### src/rtl/pipe_stage_reg.sv
// Two-entry pipeline stage register (main + skid) carrying MIPS-style hazard metadata.
// Outputs come straight from the main register; the skid entry absorbs one beat of backpressure.
module pipe_stage_reg #(
  parameter int DATA_W = 32,
  parameter int TNEW_W = 5
) (
  input  logic              clk,
  input  logic              reset,
  input  logic              flush,
  input  logic              in_valid,
  output logic              in_ready,
  input  logic [31:0]       in_pc,
  input  logic [31:0]       in_instr,
  input  logic [4:0]        in_exc,
  input  logic [4:0]        in_wa,
  input  logic [TNEW_W-1:0] in_tnew,
  input  logic [DATA_W-1:0] in_data,
  output logic              out_valid,
  input  logic              out_ready,
  output logic [31:0]       out_pc,
  output logic [31:0]       out_instr,
  output logic [4:0]        out_exc,
  output logic [4:0]        out_wa,
  output logic [TNEW_W-1:0] out_tnew,
  output logic [DATA_W-1:0] out_data
);

  typedef struct packed {
    logic [31:0]       pc;
    logic [31:0]       instr;
    logic [4:0]        exc;
    logic [4:0]        wa;
    logic [TNEW_W-1:0] tnew;
    logic [DATA_W-1:0] data;
  } entry_t;

  entry_t m_q, m_d, s_q, s_d;
  logic   m_vld_q, m_vld_d, s_vld_q, s_vld_d;
  entry_t in_e;
  logic   in_fire, out_fire;

  function automatic logic [TNEW_W-1:0] tnew_dec(input logic [TNEW_W-1:0] t);
    return (t == '0) ? '0 : t - TNEW_W'(1);
  endfunction

  function automatic entry_t age(input entry_t e);
    entry_t r;
    r      = e;
    r.tnew = tnew_dec(e.tnew);
    return r;
  endfunction

  assign in_ready = ~s_vld_q;
  assign in_fire  = in_valid & in_ready;
  assign out_fire = m_vld_q & out_ready;

  // A faulting instruction must never write the register file.
  always_comb begin
    in_e.pc    = in_pc;
    in_e.instr = in_instr;
    in_e.exc   = in_exc;
    in_e.wa    = (in_exc != 5'd0) ? 5'd0 : in_wa;
    in_e.tnew  = tnew_dec(in_tnew);
    in_e.data  = in_data;
  end

  always_comb begin
    m_d     = m_q;
    s_d     = s_q;
    m_vld_d = m_vld_q;
    s_vld_d = s_vld_q;
    if (flush) begin
      m_d     = '0;
      s_d     = '0;
      m_vld_d = 1'b0;
      s_vld_d = 1'b0;
    end else if (!m_vld_q || out_fire) begin
      // in_fire cannot coincide with a valid skid entry since in_ready is low then.
      if (s_vld_q) begin
        m_d     = age(s_q);
        m_vld_d = 1'b1;
        s_d     = '0;
        s_vld_d = 1'b0;
      end else if (in_fire) begin
        m_d     = in_e;
        m_vld_d = 1'b1;
      end else begin
        m_d     = '0;
        m_vld_d = 1'b0;
      end
    end else begin
      m_d = age(m_q);
      if (s_vld_q) begin
        s_d = age(s_q);
      end else if (in_fire) begin
        s_d     = in_e;
        s_vld_d = 1'b1;
      end
    end
  end

  always_ff @(posedge clk or posedge reset) begin
    if (reset) begin
      m_q     <= '0;
      s_q     <= '0;
      m_vld_q <= 1'b0;
      s_vld_q <= 1'b0;
    end else begin
      m_q     <= m_d;
      s_q     <= s_d;
      m_vld_q <= m_vld_d;
      s_vld_q <= s_vld_d;
    end
  end

  // Empty main register is held all-zero, so a bubble reads as a nop.
  assign out_valid = m_vld_q;
  assign out_pc    = m_q.pc;
  assign out_instr = m_q.instr;
  assign out_exc   = m_q.exc;
  assign out_wa    = m_q.wa;
  assign out_tnew  = m_q.tnew;
  assign out_data  = m_q.data;

endmodule
### config.mk
export PLATFORM = sky130hd
export DESIGN_NAME = pipe_stage_reg
export DESIGN_NICKNAME = d
export VERILOG_FILES = /design/src/rtl/pipe_stage_reg.sv
export SDC_FILE = /design/constraint.sdc
export NUM_CORES = 1
export LEC_CHECK = 0
export CORE_MARGIN = 2
export CORE_UTILIZATION = 50
export DETAILED_ROUTE_END_ITERATION = 8
export HOLD_SLACK_MARGIN = 0.06
export PLACE_DENSITY = 0.83
export SETUP_SLACK_MARGIN = 0.15
export SYNTH_ARGS = -nofsm -noshare
export SYNTH_HDL_FRONTEND = slang
export SYNTH_SLANG_ARGS = --single-unit
### constraint.sdc
create_clock -name clk -period 9.1 [get_ports clk]
set_input_delay 1.82 -clock clk [delete_from_list [all_inputs] [get_ports clk]]
set_output_delay 1.82 -clock clk [all_outputs]
set_load 0.005 [all_outputs]
==> results of run 1 <==
[worst max-delay path: cells and delay by family]
family                 cells  cell delay, ns
buffers and inverters      3            1.36
and+or+nand+nor            2            1.18
AOI/OAI and AO/OA          1            0.18
[layout make-up]
class                           instances  area (sq um)
Fill cell                            1391          6080
Clock buffer                           32           669
Antenna cell                            1          2.50
Sequential cell                       224          5610
Timing Repair Buffer                  236          2340
Tap cell                              234           293
Inverter                                9          41.3
Clock inverter                          8           120
Multi-Input combinational cell        587          3550
[logic make-up (layout without fill, tap and decap cells)]
logic type / after synthesis / in the layout / synth area share, %
other: 0 / 1 / 0
buffers and inverters: 90 / 285 / 4.17
xor gates and xnor gates: 4 / 4 / 0.367
AOI/OAI and AO/OA: 339 / 339 / 22.8
and+or+nand+nor: 236 / 236 / 12.8
muxes: 2 / 2 / 0.223
adders and majority gates: 6 / 6 / 0.787
DFF: 224 / 224 / 58.8
[final timing paths]
kind | startpoint | end | slack [ns] | cells past startpoint
setup reg to reg | s_vld_q | s_q[68] | 6.00 | 4
hold / removal | out_data[7] | out_data[7] | 0.48 | 2
min in group asynchronous | reset | out_data[29] | 1.97 | 2
setup / recovery | in_valid | s_q[41] | 4.95 | 6
hold reg to reg | out_data[7] | out_data[7] | 0.48 | 2
max in group asynchronous | reset | s_vld_q | 5.59 | 3
[cells in the mapped netlist (4+ instances only)]
library cell and number:
buf_2 12, a21oi_1 100, and3_1 105, o22ai_1 5, inv_1 9, ha_1 6, o21ai_0 107, a22o_1 106
a221o_1 5, dfrtp_1 224, nor2_1 7, nand2_1 109, clkbuf_1 62, buf_6 6, xnor2_1 4
[flip-flops by register name, indices dropped and copies added (netlist names)]
register   cells
out_data      32
out_exc        5
out_instr     32
out_pc        32
out_tnew       5
out_valid      1
out_wa         5
s_q          111
s_vld_q        1
[through the flow]
step	utilization (%)	std cells	hold slack [ns]
CTS	67.5	1330	0.483
detailed placement	63.3	1290	0.469
global route	67.5	1331	0.498
finish	67.5	1331	0.475
floorplan	-	901	0.465
global placement	63.3	1290	0.460
[power groups by stage]
stage / sequential (mW) / combinational (mW) / clock (mW)
after global placement: 1.07 / 0.244 / 0
final: 1.06 / 0.249 / 0.988
after CTS: 1.06 / 0.251 / 1.00
after floorplan: 1.07 / 0.114 / 0
after detailed placement: 1.07 / 0.250 / 0
after global routing: 1.06 / 0.272 / 1.04
[layer usage]
metal | share of wire, % | global-route usage, % | vias to the layer above
met4 | 1.8 | 5.74 | 0
met2 | 47 | 39.1 | 335
met3 | 8.4 | 5.35 | 46
met5 | 0 | 0 | -
li1 | - | - | 3608
met1 | 43 | 35.7 | 3887
==> metrics, run 1 <==
synthesized cell area 9530 sq um; switching power 538 uW; Cell Pwr Density 182 nW/um^2; clock slew at the register clock pins of the worst setup and hold paths 0.06 ns; count of hold-fix buffers inserted at cts 0; setup TNS 0 ns; total die area 20200 sq um; via count of the first global-routing pass 7648; vias post-DR 7876; crit start category input pin; CP dominant cell by count buf_4; syn_nets 1023; gr usage total 24.9%; Clock power frac 43.1%; final instance area 12600 sq um; post-route clock period utilization 45.6%; register area share after synthesis 58.8%; RSZ-0062 raised after global routing false; total power 2.29 mW; HP Class reg2reg; skew final 0.00975 ns; clock sinks 224; sequential fraction of design power 46.0%; measured slew at the worst slew-check pin 1.11 ns; initial antenna violation count 1; I/O Buffers 228; Top FF cell, synth dfrtp_1; PostCTS Resize Cnt 0; Area contributors post-synth dfrtp_1 (59%), a22o_1 (9.7%), and3_1 (6.9%), o21ai_0 (5.6%), a21oi_1 (5.2%); die width 142 microns; fmax 241 MHz; Crit-path slowest cell and3_4; kind of critical path in2reg; clock buffer count from CTS 23; Post-synth EDFFs 0; CP Cell Sequence buf_2 > buf_4 > and3_4 > buf_4 > nor3b_2 > a22o_1; Logic pwr share 10.9%; Synth warnings 0; # IOs 229; Max VDD drop 0.136 mV; Post-DP Area 11800 sq um; commonest cells after routing, fill and taps aside clkdlybuf4s50_1 (227), dfrtp_1 (223), nand2_1 (109), o21ai_0 (107), a22o_1 (106); CP Max Fanout 104; Internal 1.75 mW; Final Setup Violations 0; Fin. Hold Viols 0; drt drc 0; first-pass GRT wire length 40700 microns; max-cap check violation count 0; final worst slack 4.95 ns; switching share of power 23.5%; CTS tree built; max incr delay on CP 0.77 ns; via/cell ratio 5.92; core area 18700 sq um; endpoint type of the worst setup path flip-flop; global placement routability congestion 0.824; Final HPWL DP 15100 microns; Die Y 142 microns; Final ANT Viol Nets 0; crit path DAT 4.58 ns; # Post-CTS Setup Buffers 0; 1st-pass router iterations 5; DR iter-0 viols 592; Cells after Synth 901; number of H-tree levels 1; NumNets Final 1203; pre-CTS setup slack 4.39 ns; Slew Limit Fails 0; Mean Syn Cell Area 10.6 sq um; commonest non-fill, non-tap cell in the layout clkdlybuf4s50_1; pin count of the biggest net entering global routing 155; GR Overflow Total 0; Synth top area share 58.8%; post-synthesis cell type count 40; Tmin final 4.15 ns; row count 50; slew margin rel. 26.1%; status finished clean; Async SR Flop Fraction 100%; post-synth top area cell dfrtp_1; Wirelength per Cell 19.5 microns; final wirelength 25900 microns; CTS Root Cell clkbuf_16; Starting Density 51.0%; Area Growth Syn to Fin 32.4%; #FFs+latches synth 224; clock latency on the worst-skew pair 0.49 ns; Worst Path Required 9.53 ns; Clock Path Buffers 3; LEAKAGE 5.77 nW; layout cells sized above 1 5.29%
Note: power is estimated with default switching activity, not from simulation.
==> inputs of run 2 (changes only) <==
Clock period 9.1 ns to 4.17 ns, I/O delays scaled along.
==> metrics, run 2 (same netlist as run 1, synthesis figures left out) <==
diode count 0 (-1); Final Non-Filler Cells 1337 (+0.45%); fmax 351 MHz; CTS tree built; setup TNS 0 ns (unchanged); LEAKAGE 5.83 nW (+0.94%); die width 142 microns (unchanged); CP Max Fanout 65 (-38%); row count 50 (unchanged); fin util 68.0% (+0.50 points); Wirelength per Cell 19.7 microns (+1.2%); Slew Limit Fails 0 (unchanged); Starting Density 51.0% (unchanged); kind of critical path reg2out; commonest cells after routing, fill and taps aside clkdlybuf4s50_1 (227), dfrtp_1 (223), nand2_1 (109), o21ai_0 (107), a22o_1 (106); Max VDD drop 0.293 mV (+110%); DR iter-0 viols 682 (+15%); clock sinks 224 (unchanged); Die Y 142 microns (unchanged); clock buffer count from CTS 24 (+4.3%); final instance area 12700 sq um (+0.73%); Reg2Reg Depth 5 (+1); max-cap check violation count 0 (unchanged); NumNets Final 1210 (+0.58%); Worst Path Required 3.34 ns (-6.19 ns); Cell Pwr Density 390 nW/um^2 (+110%); # IOs 229 (unchanged); pin count of the biggest net entering global routing 103 (-34%); Biggest register s_q; gr usage total 25.8% (+0.97 points); Post-DP Area 11900 sq um (+0.88%); skew final 0.00991 ns (+0.000163 ns); RSZ-0062 raised after global routing false; 1st-pass router iterations 7 (+2); placed cells 1296 (+0.47%); CTS Root Cell clkbuf_16; PostCTS Resize Cnt 0 (unchanged); # Post-CTS Setup Buffers 0 (unchanged); Fill cells 1389 (-0.14%); initial antenna violation count 0 (-1); Final ANT Viol Nets 0 (unchanged); max reg flops 111 (unchanged); WHS Path Cells 2 (unchanged); Area Growth Syn to Fin 33.4%; via count of the first global-routing pass 8015 (+4.8%); crit path DAT 2.02 ns (-2.56 ns); measured slew at the worst slew-check pin 0.906 ns (-0.202 ns); post-route clock period utilization 68.4%; layout cells sized above 1 5.98% (+0.69 points); HP Class reg2reg; drt drc 0 (unchanged); vias post-DR 8014 (+1.8%); Final HPWL DP 15700 microns (+3.9%); Tmin final 2.85 ns; via/cell ratio 5.99 (+1.3%); clock latency on the worst-skew pair 0.51 ns (+0.02 ns); Worst R2R Setup Slack 1.73 ns (-4.27 ns); Fin. Hold Viols 0 (unchanged); commonest non-fill, non-tap cell in the layout clkdlybuf4s50_1; slew margin rel. 39.6% (+13 points); Final Setup Violations 0 (unchanged); Clock Path Buffers 3 (unchanged); GR Overflow Total 0 (unchanged); multi-input combinational cell area 3550 sq um (unchanged); status finished clean; Hold Path Sink out_pc[20]; I/O Buffers 228 (unchanged); clock slew at the register clock pins of the worst setup and hold paths 0.06 ns (about the same); Hold Path Origin out_pc[20]; core area 18700 sq um (unchanged); global placement routability congestion 0.797 (-3.3%); r2r startpoint s_vld_q; first-pass GRT wire length 42200 microns (+3.5%); total die area 20200 sq um (unchanged); count of hold-fix buffers inserted at cts 0 (unchanged); final wirelength 26300 microns (+1.7%); Storage cell area 5610 sq um (unchanged); reg-to-reg endpoint s_q[73]; number of H-tree levels 1 (unchanged); endpoint type of the worst setup path output pin; crit start category flip-flop
[run 2: worst max path at each step]
stage / start / to / slack (ns) / depth (start not counted)
2_1_floorplan: reset / out_data[0] / 0.41 / 1
3_3_place_gp: out_ready / s_q[34] / 1.16 / 6
3_5_place_dp: out_ready / s_q[36] / 1.09 / 6
4_1_cts: s_vld_q / in_ready / 1.32 / 2
5_1_grt: s_vld_q / in_ready / 1.24 / 2
6_report: s_vld_q / in_ready / 1.32 / 2
[run 2: metal layers]
layer,wire [microns],track usage [%],vias up
met5,0,0,-
met4,489,6.42,0
met3,2300,5.85,40
met2,12700,41.5,344
met1,10800,35.9,3999
li1,-,-,3631
[run 2: metrics by stage]
step / worst slack, ns / power (mW) / hold WS (ns)
2_1_floorplan: 0.412 / 2.58 / 0.465
3_3_place_gp: 1.16 / 2.89 / 0.462
3_5_place_dp: 1.09 / 2.90 / 0.469
4_1_cts: 1.32 / 4.99 / 0.483
5_1_grt: 1.24 / 5.14 / 0.505
6_report: 1.32 / 4.96 / 0.474
[run 2: area by class of cell]
cell class                 instances  share of cell area (%)
sequential                       224                    44.1
multi-input combinational        587                    27.9
timing repair buffer             242                    19.2
clock buffer                      33                    5.63
tap                              234                    2.30
clock inverter                     8                   0.512
inverter                           9                   0.295
[run 2: worst max-delay path, cell delays in order (launching register included)]
cell and delay, ns:
dfrtp_4 0.92, inv_2 0.07, clkdlybuf4s50_1 0.47
[run 2: power by group]
group / internal [mW] / switching, mW
clock: 1.25 / 0.847
sequential: 2.25 / 0.0562
combinational: 0.287 / 0.267
